$ cat src/rtl/sprite_layer_compositor_pkg.sv
// Shared widths, layer ids and colour helpers for the sprite layer compositor.
package compositor_pkg;

    localparam int COORD_W = 10;
    localparam int LAYER_W = 4;
    localparam logic [LAYER_W-1:0] LAYER_BG = 4'd15;

    typedef struct packed {
        logic [3:0] r;
        logic [3:0] g;
        logic [3:0] b;
    } rgb4_t;

    function automatic logic [7:0] expand4to8(input logic [3:0] v);
        return {v, v};
    endfunction

endpackage

$ cat src/rtl/sprite_hit_addr.sv
// Per-layer hit test and sprite ROM address from the shadowed top-left position.
module sprite_hit_addr
    import compositor_pkg::*;
#(
    parameter int SPRITE_W = 32,
    parameter int SPRITE_H = 32,
    parameter int ADDR_W   = 10
) (
    input  logic [COORD_W-1:0] draw_x_i,
    input  logic [COORD_W-1:0] draw_y_i,
    input  logic [COORD_W-1:0] sx_i,
    input  logic [COORD_W-1:0] sy_i,
    input  logic               en_i,
    output logic               hit_o,
    output logic [ADDR_W-1:0]  addr_o
);

    localparam int XW = $clog2(SPRITE_W);

    logic [COORD_W-1:0] dx;
    logic [COORD_W-1:0] dy;

    // Offsets wrap modulo 1024, so pixels left of / above the sprite never hit.
    assign dx = draw_x_i - sx_i;
    assign dy = draw_y_i - sy_i;

    assign hit_o  = en_i && (dx < COORD_W'(SPRITE_W)) && (dy < COORD_W'(SPRITE_H));
    assign addr_o = hit_o ? ADDR_W'({dy, dx[XW-1:0]}) : '0;

endmodule

$ cat src/rtl/sprite_layer_compositor.sv
// Composites a background layer and NUM_SPRITES prioritised sprite layers into
// registered 8-bit RGB, with per-frame shadowed positions and collision reporting.
module sprite_layer_compositor
    import compositor_pkg::*;
#(
    parameter int NUM_SPRITES     = 4,
    parameter int SPRITE_W        = 32,
    parameter int SPRITE_H        = 32,
    parameter int SCREEN_W        = 640,
    parameter int IDX_W           = 4,
    parameter int ROM_LAT         = 1,
    parameter int TRANSPARENT_IDX = 0,
    localparam int ADDR_W         = $clog2(SPRITE_W * SPRITE_H)
) (
    input  logic                             vga_clk,
    input  logic                             reset_n,
    input  logic [COORD_W-1:0]               DrawX,
    input  logic [COORD_W-1:0]               DrawY,
    input  logic                             blank,
    input  logic                             frame_start,
    input  logic [NUM_SPRITES*COORD_W-1:0]   SpriteX,
    input  logic [NUM_SPRITES*COORD_W-1:0]   SpriteY,
    input  logic [NUM_SPRITES-1:0]           sprite_en,
    output logic [NUM_SPRITES*ADDR_W-1:0]    sprite_rom_addr,
    input  logic [NUM_SPRITES*IDX_W-1:0]     sprite_rom_q,
    output logic [18:0]                      bg_rom_addr,
    input  logic [IDX_W-1:0]                 bg_rom_q,
    output logic [LAYER_W-1:0]               pal_layer,
    output logic [IDX_W-1:0]                 pal_index,
    input  logic [3:0]                       pal_red,
    input  logic [3:0]                       pal_green,
    input  logic [3:0]                       pal_blue,
    output logic [7:0]                       Red,
    output logic [7:0]                       Green,
    output logic [7:0]                       Blue,
    output logic [NUM_SPRITES-1:0]           collision
);

    logic [NUM_SPRITES*COORD_W-1:0] sx_q, sx_d;
    logic [NUM_SPRITES*COORD_W-1:0] sy_q, sy_d;
    logic [NUM_SPRITES-1:0]         en_q, en_d;
    logic [NUM_SPRITES-1:0]         acc_q, acc_d;
    logic [NUM_SPRITES-1:0]         collision_q, collision_d;

    logic [NUM_SPRITES-1:0]         hit_c;
    logic [NUM_SPRITES-1:0]         hit_pipe_q [ROM_LAT];
    logic [ROM_LAT-1:0]             blank_pipe_q;
    logic [NUM_SPRITES-1:0]         hit_al;
    logic                           blank_al;

    logic [NUM_SPRITES-1:0]         opaque_c;
    logic [NUM_SPRITES-1:0]         pair_c;
    logic [NUM_SPRITES-1:0]         coll_c;

    logic [LAYER_W-1:0]             pal_layer_q, pal_layer_d;
    logic [IDX_W-1:0]               pal_index_q, pal_index_d;
    logic                           blank_s1_q;
    logic [7:0]                     red_q, red_d;
    logic [7:0]                     green_q, green_d;
    logic [7:0]                     blue_q, blue_d;
    rgb4_t                          pal_c;

    for (genvar gi = 0; gi < NUM_SPRITES; gi++) begin : g_layer
        sprite_hit_addr #(
            .SPRITE_W (SPRITE_W),
            .SPRITE_H (SPRITE_H),
            .ADDR_W   (ADDR_W)
        ) u_hit (
            .draw_x_i (DrawX),
            .draw_y_i (DrawY),
            .sx_i     (sx_q[gi*COORD_W +: COORD_W]),
            .sy_i     (sy_q[gi*COORD_W +: COORD_W]),
            .en_i     (en_q[gi]),
            .hit_o    (hit_c[gi]),
            .addr_o   (sprite_rom_addr[gi*ADDR_W +: ADDR_W])
        );
    end

    assign bg_rom_addr = 19'(DrawX) + 19'(DrawY) * 19'(SCREEN_W);

    assign hit_al   = hit_pipe_q[ROM_LAT-1];
    assign blank_al = blank_pipe_q[ROM_LAT-1];
    assign pal_c    = '{r: pal_red, g: pal_green, b: pal_blue};

    always_comb begin
        opaque_c    = '0;
        pair_c      = '0;
        pal_layer_d = LAYER_BG;
        pal_index_d = bg_rom_q;

        for (int i = 0; i < NUM_SPRITES; i++) begin
            opaque_c[i] = hit_al[i] &&
                          (sprite_rom_q[i*IDX_W +: IDX_W] != IDX_W'(TRANSPARENT_IDX));
        end

        // Walk from the bottom layer up so the lowest opaque index wins.
        for (int i = NUM_SPRITES - 1; i >= 0; i--) begin
            if (opaque_c[i]) begin
                pal_layer_d = LAYER_W'(i);
                pal_index_d = sprite_rom_q[i*IDX_W +: IDX_W];
            end
        end

        for (int j = 1; j < NUM_SPRITES; j++) begin
            pair_c[j] = opaque_c[0] && opaque_c[j] && blank_al;
        end
        coll_c    = pair_c;
        coll_c[0] = |pair_c;

        sx_d        = sx_q;
        sy_d        = sy_q;
        en_d        = en_q;
        collision_d = collision_q;
        acc_d       = acc_q | coll_c;
        // Hand-over edge: the accumulation of this cycle is dropped on purpose.
        if (frame_start) begin
            sx_d        = SpriteX;
            sy_d        = SpriteY;
            en_d        = sprite_en;
            collision_d = acc_q;
            acc_d       = '0;
        end

        red_d   = blank_s1_q ? expand4to8(pal_c.r) : 8'h00;
        green_d = blank_s1_q ? expand4to8(pal_c.g) : 8'h00;
        blue_d  = blank_s1_q ? expand4to8(pal_c.b) : 8'h00;
    end

    always_ff @(posedge vga_clk or negedge reset_n) begin
        if (!reset_n) begin
            sx_q         <= '0;
            sy_q         <= '0;
            en_q         <= '0;
            acc_q        <= '0;
            collision_q  <= '0;
            for (int k = 0; k < ROM_LAT; k++) hit_pipe_q[k] <= '0;
            blank_pipe_q <= '0;
            pal_layer_q  <= LAYER_BG;
            pal_index_q  <= '0;
            blank_s1_q   <= 1'b0;
            red_q        <= '0;
            green_q      <= '0;
            blue_q       <= '0;
        end else begin
            sx_q            <= sx_d;
            sy_q            <= sy_d;
            en_q            <= en_d;
            acc_q           <= acc_d;
            collision_q     <= collision_d;
            hit_pipe_q[0]   <= hit_c;
            blank_pipe_q[0] <= blank;
            for (int k = 1; k < ROM_LAT; k++) begin
                hit_pipe_q[k]   <= hit_pipe_q[k-1];
                blank_pipe_q[k] <= blank_pipe_q[k-1];
            end
            pal_layer_q     <= pal_layer_d;
            pal_index_q     <= pal_index_d;
            blank_s1_q      <= blank_al;
            red_q           <= red_d;
            green_q         <= green_d;
            blue_q          <= blue_d;
        end
    end

    assign pal_layer = pal_layer_q;
    assign pal_index = pal_index_q;
    assign Red       = red_q;
    assign Green     = green_q;
    assign Blue      = blue_q;
    assign collision = collision_q;

endmodule

$ cat config.mk
export PLATFORM = sky130hd
export DESIGN_NAME = sprite_layer_compositor
export DESIGN_NICKNAME = d
export VERILOG_FILES = /design/src/rtl/sprite_layer_compositor_pkg.sv /design/src/rtl/sprite_hit_addr.sv /design/src/rtl/sprite_layer_compositor.sv
export SDC_FILE = /design/constraint.sdc
export NUM_CORES = 1
export LEC_CHECK = 0
export CAP_MARGIN = 40
export CELL_PAD_IN_SITES_DETAIL_PLACEMENT = 2
export CELL_PAD_IN_SITES_GLOBAL_PLACEMENT = 2
export CORE_ASPECT_RATIO = 2
export CORE_UTILIZATION = 31
export DETAILED_ROUTE_END_ITERATION = 8
export PLACE_DENSITY_LB_ADDON = 0.1
export RECOVER_POWER = 25
export SYNTH_ARGS = -nofsm -noshare
export SYNTH_HDL_FRONTEND = slang
export SYNTH_HIERARCHICAL = 1
export SYNTH_SLANG_ARGS = --single-unit
export TNS_END_PERCENT = 20
$ cat constraint.sdc
create_clock -name vga_clk -period 4.9 [get_ports vga_clk]
set_clock_uncertainty 0.15 [all_clocks]
set_input_delay 0.98 -clock vga_clk [delete_from_list [all_inputs] [get_ports vga_clk]]
set_output_delay 0.98 -clock vga_clk [all_outputs]
set_load 0.05 [all_outputs]
==> flow_summary_export.csv, run 1 <==
group,metric,value,unit
placement,gp_congestion,0.867,
cells_and_area,mostFrequentLayoutCell,"clkdlybuf4s50_1",
placement,dp_cells,1617,
floorplan,die_x,124,um
synthesis,synthCells,933,
status,status,"finished, violations left",
cells_and_area,layout_common_cells,"163 x clkdlybuf4s50_1, 131 x buf_4, 114 x dfrtp_1",
worst_setup_path,required,3770,ps
floorplan,row_count,89,
cells_and_area,areaGrowthSynthToFinish,59.4,%
floorplan,pin_count,235,
placement,io_buffers,234,
power,p_leak,6.43,nW
synthesis,ys_types,62,
drt,drc,0,
drt,wl_met1,12500,um
floorplan,initial_core_util,31.4,%
sta,post-route-min-period,4790,ps
floorplan,die_area,30500,sq um
drt,via_count,8623,
sta,fmax,209,MHz
grt,grt_pass1_wl,56000,um
grt,track_usage,25.1,%
synthesis,synth_area_leaders,"dfrtp_1 31%, ha_1 12%, mux2_2 11%",
synthesis,synthArstFlopShare,100,%
drt,route.detailed.wl_per_inst,22.2,um
clock_tree,cts_root_buf,"clkbuf_16",
floorplan,design.core.area,29400,sq um
power,internal-power,0.00282,W
power,power_frac_seq,25.6,%
sta,slew_viol_final,118,
drt,wl_met3,1420,um
job,maxCapViolCount,1,
sta,tightestPinTransition,3160,ps
synthesis,synth_top_area_share,31.0,%
worst_setup_path,crit_type,"primary input to primary output",
drt,drt-pass1-iter-count,6,
cells_and_area,drive_gt1_share,35.5,%
synthesis,ys_seq_area_share,31.8,%
power,swShare,34.5,%
clock_tree,clk_pin_slew,60,ps
sta,fin_tns_setup,0,ps
min_path,hold_class,"flop to flop",
sta,hold_viol,0,
worst_setup_path,critPathLaunchType,"primary input",
cells_and_area,fin_cells,1673,
sta,relSlewSlack,-111,%
power,peakVddDrop,0.000248,V
drt,ant_nets,0,
synthesis,synth_ff_type,"dfrtp_1",
cells_and_area,postLayoutCellArea,14700,sq um
cells_and_area,nets,1537,
placement,post-place-ws,-397,ps
grt,antenna_found_initial,1,
power,p_per_area,293,nW/um^2
drt,wl_met2,21300,um
grt,grt_max_degree,118,
drt,drt_iter0_markers,172,
floorplan,die_h,246,um
clock_tree,clock_latency,450,ps
worst_setup_path,crit_path_max_fanout,6,
clock_tree,cts.htree.levels,4,
placement,hpwlAfterDp,28500,um
worst_setup_path,critPathCaptureType,"primary output",
worst_setup_path,cp_data_arrival_time,3660,ps
grt,grt_pass1_vias,10100,
drt,top_layer,"met4",
clock_tree,clock-sinks,117,
cells_and_area,fill_cells,3016,
placement,dpl-instance-area,13300,sq um
synthesis,netlist_area,9220,sq um
synthesis,ys_ff_latch,117,
synthesis,syn_avg_cell_area,9.88,sq um
clock_tree,cts_max_path_buffers,2,
synthesis,synth-edff-count,0,
clock_tree,cts_tree,"built",
sta,rsz0062_at_grt,"true",
synthesis,synth_top_area_cell,"dfrtp_1",
power,combPwrFrac,41.5,%
sta,post-route-period-util,97.8,%
power,clockPowerShare,32.9,%
sta,setup-violations-final,0,
grt,grt_overflow,0,
clock_tree,numCtsBuffers,17,
drt,vias_per_cell,5.15,
synthesis,synth_warnings,6,
sta,postLayoutSetupSlackWorst,107,ps
power,p_switching,0.00148,W
cells_and_area,final_util,50.0,%
synthesis,syn_nets,1174,
drt,wirelength,37200,um
status,failed_checks,"capacitance limit, slew limit",
==> sequential cells by signal, summed over array words and instances (netlist names) <==
register / flops
sx_q: 40
acc_q: 4
hit_al: 4
pal_index: 4
en_q: 4
Blue: 4
Red: 4
blank_s1_q: 1
pal_layer: 3
sy_q: 40
collision: 4
blank_al: 1
Green: 4
==> per-layer routing <==
metal,up-vias,track usage (%)
met4,0,14.1
li1,4021,-
met5,-,0
met1,4271,23.1
met2,250,49.5
met3,81,4.15
==> cells in the mapped netlist (5+ instances only) <==
library cell and instances:
a211oi_1 11, a211oi_2 9, a21o_1 9, a21oi_1 51, and2_1 13, and3_1 8
buf_2 6, buf_4 23, clkbuf_1 11, dfrtp_1 114, fa_1 10, ha_1 91
inv_1 102, mux2_2 89, mux2i_1 8, nand2_1 52, nand2b_1 14, nand4_1 10
nor2_1 45, nor2b_1 23, nor3_1 18, nor3_2 12, nor3b_1 6, nor4_4 6
o21a_1 5, o21ai_0 44, o221ai_1 5, xnor2_1 24, xor2_1 21
==> power by group through the flow <==
| stage | registers (W) | logic (W) | clock network, W |
|---|---|---|---|
| after CTS | 0.00110 | 0.00173 | 0.00145 |
| final | 0.00110 | 0.00178 | 0.00142 |
| after global routing | 0.00111 | 0.00191 | 0.00149 |
| after global placement | 0.00111 | 0.00157 | 0 |
| after detailed placement | 0.00112 | 0.00162 | 0 |
| after floorplan | 0.00112 | 0.000907 | 0 |
==> timing repair <==
| action | CTS | global route |
|---|---|---|
| endpoints found under the setup margin | 44 | 35 |
| hold buffers | 0 | 0 |
| buffers inserted | 18 | 6 |
| resized for setup | 79 | 52 |
| pin swaps | 30 | 30 |
| gates cloned | 0 | 0 |
==> critical path: stages <==
cell	delay [ps]
clkdlybuf4s50_1	450
buf_12	170
ha_2	370
nand2_1	60
o21ai_0	210
buf_4	160
a211oi_1	80
a211oi_2	210
nand4_1	250
buf_4	270
nor4_4	280
buf_12	180
==> path summary, 6_finish.rpt <==
path                                       from  slack (ps)  cells past startpoint              endpoint
max                                    DrawX[3]         110                     12    sprite_rom_addr[2]
min                          blank_al$_DFF_PN0_         240                      0  blank_s1_q$_DFF_PN0_
max reg2reg                sy_q[20]$_DFFE_PN0P_        2220                     11   hit_al[2]$_DFF_PN0_
min reg2reg                  blank_al$_DFF_PN0_         240                      0  blank_s1_q$_DFF_PN0_
max in group asynchronous               reset_n        1180                      2  sx_q[38]$_DFFE_PN0P_
min in group asynchronous               reset_n        1460                      2      Red[3]$_DFF_PN0_
==> metrics by stage <==
| stage | total power (W) | hold WS [ps] |
|---|---|---|
| global route | 0.00451 | 269 |
| floorplan | 0.00203 | 196 |
| detailed placement | 0.00273 | 240 |
| global placement | 0.00268 | 232 |
| finish | 0.00430 | 244 |
| CTS | 0.00428 | 250 |
==> logic make-up (layout without fill, tap and decap cells) <==
| family | count (synthesis) | count (layout) | synth area share, % |
|---|---|---|---|
| AND/OR/NAND/NOR | 229 | 229 | 15.0 |
| AO/OA/AOI/OAI | 198 | 198 | 15.4 |
| buffers and inverters | 146 | 521 | 7.29 |
| flip-flops | 117 | 117 | 31.8 |
| adder cells (fa/ha/maj) | 101 | 101 | 14.5 |
| multiplexers | 97 | 97 | 11.7 |
| XOR/XNOR | 45 | 45 | 4.28 |
| other | 0 | 1 | 0 |
==> final cells by class <==
class,instances,area (sq um),share of cell area (%)
multi-input combinational,670,6120,41.7
clock buffer,23,478,3.25
sequential,117,2930,20.0
tap,364,455,3.10
clock inverter,8,171,1.17
antenna,1,2.50,0.0170
inverter,102,385,2.62
timing repair buffer,388,4150,28.2
Power figures use the tool's default switching activity.
==> run 2: changes to the inputs <==
- SETUP_SLACK_MARGIN: not set -> 0.4
==> run 2 against run 1 <==
  * The flow finishes with violations (DRC, capacitance limit, slew limit)
  * Via count up 3.1%
  * Sequential power about the same
  * Clock-buffer cell count is 3 lower
  * Critical endpoint is now sprite_rom_addr[18]
  * Largest cell class unchanged
  * Largest power group unchanged
==> flow_summary_export.csv, run 2 (synthesis results as in run 1) <==
group,metric,value,unit
placement,io_buffers,234,
power,peakVddDrop,0.000240,V
clock_tree,numCtsBuffers,17,
power,p_total,0.00440,W
sta,post-route-min-period,4870,ps
floorplan,pin_count,235,
drt,via_count,8889,
floorplan,die_area,30500,sq um
sta,rsz0062_at_grt,"true",
worst_setup_path,crit_path_max_fanout,3,
placement,gp_congestion,0.839,
worst_setup_path,cp_data_arrival_time,3740,ps
worst_setup_path,critPathLaunchType,"primary input",
worst_setup_path,critPathCaptureType,"primary output",
worst_setup_path,required,3770,ps
clock_tree,cts_root_buf,"clkbuf_16",
job,maxCapViolCount,1,
clock_tree,cts_hold_buf,0,
power,swShare,36.2,%
clock_tree,cts.htree.levels,4,
power,combPwrFrac,45.1,%
worst_setup_path,crit_type,"primary input to primary output",
grt,grt_pass1_vias,10600,
power,p_leak,6.72,nW
sta,hold_viol,0,
sta,slew_viol_final,48,
drt,drt-pass1-iter-count,8,
sta,setup-violations-final,0,
cells_and_area,fin_cells,1703,
cells_and_area,drive_gt1_share,41.3,%
clock_tree,cts_max_path_buffers,2,
min_path,hold_class,"flop to flop",
cells_and_area,top_regs,"sx_q: 40 flops, sy_q: 40 flops",
floorplan,initial_core_util,31.4,%
cells_and_area,fill_cells,2920,
drt,route.detailed.wl_per_inst,23.9,um
power,p_per_area,283,nW/um^2
floorplan,design.core.area,29400,sq um
cells_and_area,nets,1566,
grt,grt_pass1_wl,60700,um
clock_tree,clock-sinks,117,
clock_tree,cts_tree,"built",
placement,dp_cells,1622,
grt,grt_overflow,0,
sta,relSlewSlack,-82.8,%
cells_and_area,ff_latch_area,2930,sq um
cells_and_area,mostFrequentLayoutCell,"clkdlybuf4s50_1",
clock_tree,clk_pin_slew,60,ps
power,internal-power,0.00281,W
floorplan,die_h,246,um
cells_and_area,layout_common_cells,"160 x clkdlybuf4s50_1, 140 x buf_4, 114 x dfrtp_1",
floorplan,die_x,124,um
power,clockPowerShare,29.9,%
status,status,"finished, violations left",
sta,tightestPinTransition,2740,ps
placement,hpwlAfterDp,29100,um
grt,antenna_found_initial,2,
clock_tree,clock_latency,450,ps
drt,wirelength,40800,um
status,failed_checks,"DRC, capacitance limit, slew limit",
drt,ant_nets,0,
grt,grt_max_degree,51,
drt,drt_iter0_markers,184,
drt,vias_per_cell,5.22,
power,power_frac_seq,25.0,%
grt,track_usage,27.4,%
sta,post-route-period-util,99.4,%
cells_and_area,multiInputGateArea,6710,sq um
floorplan,row_count,89,
power,p_switching,0.00159,W
drt,drc,2,
cells_and_area,areaGrowthSynthToFinish,68.5,%
sta,fmax,205,MHz
run 2: cell count changes in the layout (fill, tap and decap cells not counted), moves of 6 or more:
cell    before  now
ha_4        11   44
ha_1        69   41
buf_6       12   38
nor3_4       0   17
nor3_2      19    9
buf_12      59   50
buf_4      131  140
nor3_1      11    4
buf_8        0    6
run 2: cell type report:
class	instances	area share, %
Tap cell	364	2.93
Clock inverter	12	0.991
Clock buffer	20	2.94
Inverter	102	2.48
Multi-Input combinational cell	670	43.2
Antenna cell	1	0.0161
Sequential cell	117	18.9
Timing Repair Buffer	417	28.6
run 2: power groups by stage:
stage                     registers (W)  clock network [W]  logic [W]
final                           0.00110            0.00132    0.00199
after global routing            0.00111            0.00139    0.00212
after CTS                       0.00110            0.00135    0.00188
after detailed placement        0.00111                  0    0.00162
after global placement          0.00111                  0    0.00159
after floorplan                 0.00112                  0   0.000908
run 2: worst paths after layout:
| kind | slack, ps | to | depth (start not counted) | from |
|---|---|---|---|---|
| worst max-delay path | 30 | sprite_rom_addr[18] | 16 | DrawY[0] |
| worst min register to register | 260 | blank_s1_q$_DFF_PN0_ | 0 | blank_al$_DFF_PN0_ |
| worst min-delay path | 260 | blank_s1_q$_DFF_PN0_ | 0 | blank_al$_DFF_PN0_ |
| max in group asynchronous | 1230 | sx_q[20]$_DFFE_PN0P_ | 2 | reset_n |
| min in group asynchronous | 1250 | Green[4]$_DFF_PN0_ | 1 | reset_n |
| worst max register to register | 2200 | hit_al[2]$_DFF_PN0_ | 10 | sy_q[20]$_DFFE_PN0P_ |
run 2: critical path: stages:
cell and delay [ps]:
buf_8 100, buf_6 110, inv_4 50, ha_4 120
fa_2 190, and2b_2 250, buf_6 130, o21a_1 190
nand4b_1 140, nand4b_1 170, a311oi_2 330, nand4_2 190
buf_6 170, a2111oi_4 300, buf_4 190, buf_12 130
run 2: what timing repair did:
item                                    in CTS  in global routing
setup buffers                               39                  7
endpoints found under the hold margin        0                  0
pin swaps                                   76                 64
gates cloned                                 2                  0
endpoints found under the setup margin      46                 45
gates resized for setup                    226                 60
run 2: per-stage QoR:
step	worst slack [ps]	TNS, ps	hold WS, ps	area (sq um)	utilization (%)
3_3_place_gp	-241	-4290	252	13300	45.1
2_1_floorplan	25.5	0	196	9220	-
3_5_place_dp	-303	-8460	255	13300	45.1
6_report	31.5	0	263	15500	52.8
4_1_cts	98.8	0	270	15200	51.7
5_1_grt	-30.2	-36.5	275	15500	52.8
run 2: metal layers:
metal  GRT usage, %  vias up  wire [um]
li1               -     4091          -
met1           25.0     4433      13400
met2           54.2      267      23400
met3           5.29       96       1810
met4           14.5        2       2090
met5              0        -         12
==> run 3: changes to the inputs <==
- GPL_TIMING_DRIVEN: not set -> 1
==> results of run 3 <==
The final DEF is identical to that of run 2; final timing and power are the same.
